$ cat config.mk
export PLATFORM = sky130hd
export DESIGN_NAME = async_fifo_rd_ctrl
export DESIGN_NICKNAME = d
export VERILOG_FILES = /design/src/rtl/async_fifo_rd_ctrl.sv
export SDC_FILE = /design/constraint.sdc
export NUM_CORES = 1
export LEC_CHECK = 0
export BUFFER_PORTS_ARGS = -buffer_cell sky130_fd_sc_hd__buf_2
export CAP_MARGIN = 30
export CORE_MARGIN = 3
export CORE_UTILIZATION = 35
export DETAILED_ROUTE_END_ITERATION = 10
export PLACE_DENSITY = 0.52
export SYNTH_ARGS = -nofsm -noshare
export SYNTH_HDL_FRONTEND = slang
export SYNTH_SLANG_ARGS = --single-unit
$ cat constraint.sdc
create_clock -name clk_i -period 7.1 [get_ports clk_i]
set_input_delay 0.71 -clock clk_i [delete_from_list [all_inputs] [get_ports clk_i]]
set_output_delay 0.71 -clock clk_i [all_outputs]
set_load 0.005 [all_outputs]
$ cat src/rtl/async_fifo_rd_ctrl.sv
// -----------------------------------------------------------------------------
// async_fifo_rd_ctrl
//
// Read-side controller of the async FIFO. Owns the binary/Gray read pointer,
// synchronizes and decodes the write pointer coming from the write domain,
// derives empty/occupancy, drives the synchronous-read RAM port and delivers
// words on a valid/ready stream through a 3-entry output queue.
//
// Ports
//   clk_i              read-domain clock
//   rst_i              synchronous active-high reset
//   wptr_gray_async_i  Gray write pointer from the write domain (asynchronous)
//   rd_en_o            RAM read strobe
//   rd_addr_o          RAM read address (low W bits of the binary read pointer)
//   rd_data_i          RAM data, valid the cycle after rd_en_o
//   dout_o             stream data (queue head)
//   dout_valid_o       queue head valid
//   dout_ready_i       consumer accept
//   rptr_gray_o        registered Gray read pointer, to the write domain
//   empty_o            no unread RAM entries visible
//   rd_count_o         visible unread entries, 0..2^W
// -----------------------------------------------------------------------------
module async_fifo_rd_ctrl #(
  parameter int W  = 4,
  parameter int DW = 8
) (
  input  logic          clk_i,
  input  logic          rst_i,
  input  logic [W:0]    wptr_gray_async_i,
  output logic          rd_en_o,
  output logic [W-1:0]  rd_addr_o,
  input  logic [DW-1:0] rd_data_i,
  output logic [DW-1:0] dout_o,
  output logic          dout_valid_o,
  input  logic          dout_ready_i,
  output logic [W:0]    rptr_gray_o,
  output logic          empty_o,
  output logic [W:0]    rd_count_o
);

  // ---------------------------------------------------------------------------
  // Write pointer synchronizer: only these two flops see the async input.
  // ---------------------------------------------------------------------------
  logic [W:0] sync1_q;
  logic [W:0] wsync_gray_q;
  logic [W:0] wsync_bin;

  always_ff @(posedge clk_i) begin
    if (rst_i) begin
      sync1_q      <= '0;
      wsync_gray_q <= '0;
    end else begin
      sync1_q      <= wptr_gray_async_i;
      wsync_gray_q <= sync1_q;
    end
  end

  // Gray to binary: each binary bit is the XOR of all Gray bits at or above it.
  always_comb begin
    logic acc;
    acc       = 1'b0;
    wsync_bin = '0;
    for (int i = W; i >= 0; i--) begin
      acc          = acc ^ wsync_gray_q[i];
      wsync_bin[i] = acc;
    end
  end

  // ---------------------------------------------------------------------------
  // Read pointer
  // ---------------------------------------------------------------------------
  logic [W:0] rptr_bin_q;
  logic [W:0] rptr_bin_d;
  logic [W:0] rptr_gray_q;
  logic [W:0] rptr_gray_d;
  logic       rd_en;

  always_comb begin
    rptr_bin_d  = rptr_bin_q + {{W{1'b0}}, rd_en};
    rptr_gray_d = rptr_bin_d ^ (rptr_bin_d >> 1);
  end

  always_ff @(posedge clk_i) begin
    if (rst_i) begin
      rptr_bin_q  <= '0;
      rptr_gray_q <= '0;
    end else begin
      rptr_bin_q  <= rptr_bin_d;
      rptr_gray_q <= rptr_gray_d;
    end
  end

  logic empty;
  assign empty = (rptr_gray_q == wsync_gray_q);

  // ---------------------------------------------------------------------------
  // Output queue (3-entry circular buffer) and credit tracking
  // ---------------------------------------------------------------------------
  logic [DW-1:0] qmem_q [3];
  logic [1:0]    head_q;
  logic [1:0]    head_d;
  logic [1:0]    qcnt_q;
  logic [1:0]    qcnt_d;
  logic          cap_q;     // a read issued last cycle lands on rd_data_i now
  logic          pop;
  logic [2:0]    committed;
  logic [2:0]    tail_sum;
  logic [1:0]    tail;

  assign pop = (qcnt_q != 2'd0) && dout_ready_i;

  always_comb begin
    // Slots already promised after this cycle: queued + landing - leaving.
    committed = {1'b0, qcnt_q} + {2'b00, cap_q} - {2'b00, pop};
    rd_en     = !rst_i && !empty && (committed < 3'd3);

    tail_sum  = {1'b0, head_q} + {1'b0, qcnt_q};
    tail      = (tail_sum >= 3'd3) ? 2'(tail_sum - 3'd3) : tail_sum[1:0];

    head_d    = head_q;
    if (pop) begin
      head_d = (head_q == 2'd2) ? 2'd0 : head_q + 2'd1;
    end
    qcnt_d    = committed[1:0];
  end

  always_ff @(posedge clk_i) begin
    if (rst_i) begin
      head_q <= '0;
      qcnt_q <= '0;
      cap_q  <= 1'b0;
    end else begin
      head_q <= head_d;
      qcnt_q <= qcnt_d;
      cap_q  <= rd_en;
    end
  end

  // Credits guarantee qcnt_q <= 2 whenever cap_q is set, so the tail never
  // lands on the head being read out.
  always_ff @(posedge clk_i) begin
    if (!rst_i && cap_q) begin
      qmem_q[tail] <= rd_data_i;
    end
  end

  // ---------------------------------------------------------------------------
  // Outputs
  // ---------------------------------------------------------------------------
  assign rd_en_o      = rd_en;
  assign rd_addr_o    = rptr_bin_q[W-1:0];
  assign rptr_gray_o  = rptr_gray_q;
  assign empty_o      = empty;
  assign rd_count_o   = wsync_bin - rptr_bin_q;
  assign dout_valid_o = (qcnt_q != 2'd0);
  assign dout_o       = (qcnt_q != 2'd0) ? qmem_q[head_q] : '0;

endmodule

==> flow_summary.ini <==
[critical_path]
r2r_cells = 12
critPathArrivalTime_ns = 3.00
rr_startpoint = qcnt_q[0]
worst-path-max-fanout = 3
crit_path_top_delay_cell = dfxtp_1
crit_path_end_kind = output port
crit_required_ns = 6.39
max_stage_delay_ns = 0.39
reg2reg_to = rptr_gray_o[3]
startpoint = wsync_gray_q[4]
r2r_setup_slack_ns = 3.48
criticalPathCategory = flop to output port
setup.worst_path.start_class = flop
path_cells = xor2_1 -> xor2_1 -> xor2_1 -> xnor2_1 -> ha_1 -> inv_1 -> fa_1 -> a21o_1 -> a21oi_1 -> xor2_1 -> buf_2
worst_path_most_repeated_cell = xor2_1

[cts]
insertion_delay_ns = 0.30
hold_buffers = 0
clock-sinks = 50
htreeDepth = 2
clock_path_buffers = 2
clk_pin_slew_ns = 0.09
cts_root_buffer = clkbuf_8
numCtsBuffers = 5
cts-resized-gates = 0
tritoncts = yes
post-cts-setup-buffers = 0

[synth]
ys_seq_elements = 50
async_flop_share_pct = 0
seq_area_frac_synth_pct = 56.85
synth_ff_type = dfxtp_1
synth.distinct_cells = 26
synth_fp_nets = 221
netlist_instances = 193
ys.warnings.count = 0
syn_avg_cell_area_um2 = 11.31
synth_edf_count = 24
synth_area_mm2 = 0.002183

[floorplan]
die_y_um = 84.98
start_util_pct = 36.45
die_w_um = 84.98
io_pins = 41
die_area_mm2 = 0.007222
rows = 28
core_area_mm2 = 0.005991

[place]
place_congestion = 0.7493
port_buffers = 40
hpwlAfterDp_mm = 2.825
post-place-ws_ns = 3.209

[timing]
hold_viol = 0
min_period_ns = 3.715
worstMarginPinSlew_ns = 0.7702
fin_crit_sh_pct = 52.32
drv_slew = 0
setup_tns_ns = 0
holdWs_ns = 0.4401
rsz0062_at_grt = false
worst_slack_ns = 3.385
clock.fmax_ghz = 0.2692
slew_headroom_pct = 48.46
clock_skew_ns = 0.005777
setup_viol = 0

[route]
initialDrtViolationCount = 60
routed_via_density = 4.500
drc = 0
wl_per_cell_um = 12.46
wirelength_mm = 3.862
vias = 1395
first_pass_iters = 3
ant_nets = 0

[global_route]
grt_use_total_pct = 11.68
antenna_found_initial = 0
grt_pass1_wl_mm = 6.568
grt.overflow.total = 0
grt_max_degree = 30
grt_pass1_vias = 1298

[layout]
final_core_util_pct = 42.73
antenna_cells = 0
drive_above_1_share_pct = 22.13
final_cell_mix = 40 x buf_2, 31 x nor2_1, 26 x dfxtp_1
syn2layout_area_growth_pct = 17.25
final_common_cell = buf_2
final_nets = 262

[power]
total_leakage_power_nw = 1.059
max-vdd-ir-drop_v = 0.0001037
p_total_mw = 0.7601
power.density_mw_per_mm2 = 296.9

[min_path]
hp-start = sync1_q[4]
holdCritPathClass = flop to flop
hold_end = wsync_gray_q[4]
whs_path_depth = 1

[run]
drv_cap = 0

[status]
status = completed
-- registers in the layout (all words and copies together), names as in the netlist, named ones only --
| name | cells |
|---|---|
| sync1_q | 5 |
| head_q | 2 |
| rptr_gray_o | 4 |
| rptr_bin_q | 5 |
| qcnt_q | 2 |
| qmem_q | 24 |
| cap_q | 1 |
| wsync_gray_q | 5 |
-- cell usage after synthesis (2+ instances only) --
cell type / count / share of area (%)
ha_1: 9 / 5.2
inv_1: 11 / 1.9
a21oi_1: 14 / 3.2
xor2_1: 8 / 3.2
edfxtp_1: 24 / 33
mux2_2: 2 / 1.0
nand3_1: 2 / 0.46
clkbuf_1: 6 / 1.0
nor2b_1: 16 / 4.6
nor3_1: 2 / 0.46
xnor2_1: 12 / 4.8
mux2i_1: 8 / 3.7
nand2b_1: 3 / 0.86
nor2_1: 31 / 5.3
fa_1: 3 / 2.8
nand2_1: 3 / 0.52
o21ai_0: 2 / 0.46
a21o_1: 2 / 0.69
dfxtp_1: 26 / 24
a2111oi_0: 2 / 0.80
or2_2: 2 / 0.57
-- power breakdown --
part | switching (mW) | leakage [nW] | internal, mW
sequential | 0.0268 | 0.430 | 0.336
clock | 0.0928 | 0.0544 | 0.0894
combinational | 0.110 | 0.574 | 0.105
-- cell type report --
cell class | instances | area (um^2)
Sequential cell | 50 | 1241
Clock inverter | 1 | 8.758
Clock buffer | 7 | 96.34
Multi-Input combinational cell | 126 | 878.3
Inverter | 11 | 41.29
Tap cell | 75 | 93.84
Timing Repair Buffer | 40 | 200.2
Fill cell | 596 | 3431
-- stage by stage --
step                      cells  instance area [um^2]
after global placement      302                  2455
after global routing        310                  2560
after detailed placement    302                  2455
after floorplan             193                  2183
after CTS                   310                  2560
final                       310                  2560
-- layer usage --
layer | wire length, um | global-route usage, %
met2 | 1795 | 18.22
met3 | 189 | 3.981
met1 | 1823 | 15.25
met4 | 53 | 3.885
met5 | 0 | 0
-- critical path, delay by kind of cell (launching register included) --
family / cells / cell delay (ns)
compound gates: 2 / 0.39
fa+ha+maj: 2 / 0.55
buf+inv: 2 / 0.20
xor+xnor: 5 / 1.19
flops: 1 / 0.39
-- logic make-up (layout without fill, tap and decap cells) --
| logic type | count (synthesis) | in the layout | share of synthesized area [%] |
|---|---|---|---|
| compound gates | 21 | 21 | 5.444 |
| xor+xnor | 20 | 20 | 8.023 |
| mux | 10 | 10 | 4.699 |
| simple gates | 63 | 63 | 14.16 |
| flops | 50 | 50 | 56.85 |
| fa+ha+maj | 12 | 12 | 7.909 |
| buf+inv | 17 | 59 | 2.923 |
-- how the worst max path moves through the flow --
| stage | end | slack, ns | cells after the start |
|---|---|---|---|
| floorplan | rptr_gray_o[3] | 3.43 | 11 |
| global placement | rptr_gray_o[3] | 3.29 | 12 |
| detailed placement | rptr_gray_o[3] | 3.21 | 12 |
| CTS | rd_count_o[4] | 3.33 | 11 |
| global route | rptr_gray_o[3] | 2.96 | 12 |
| finish | rd_count_o[4] | 3.39 | 11 |
(Power assumes the default switching activity.)
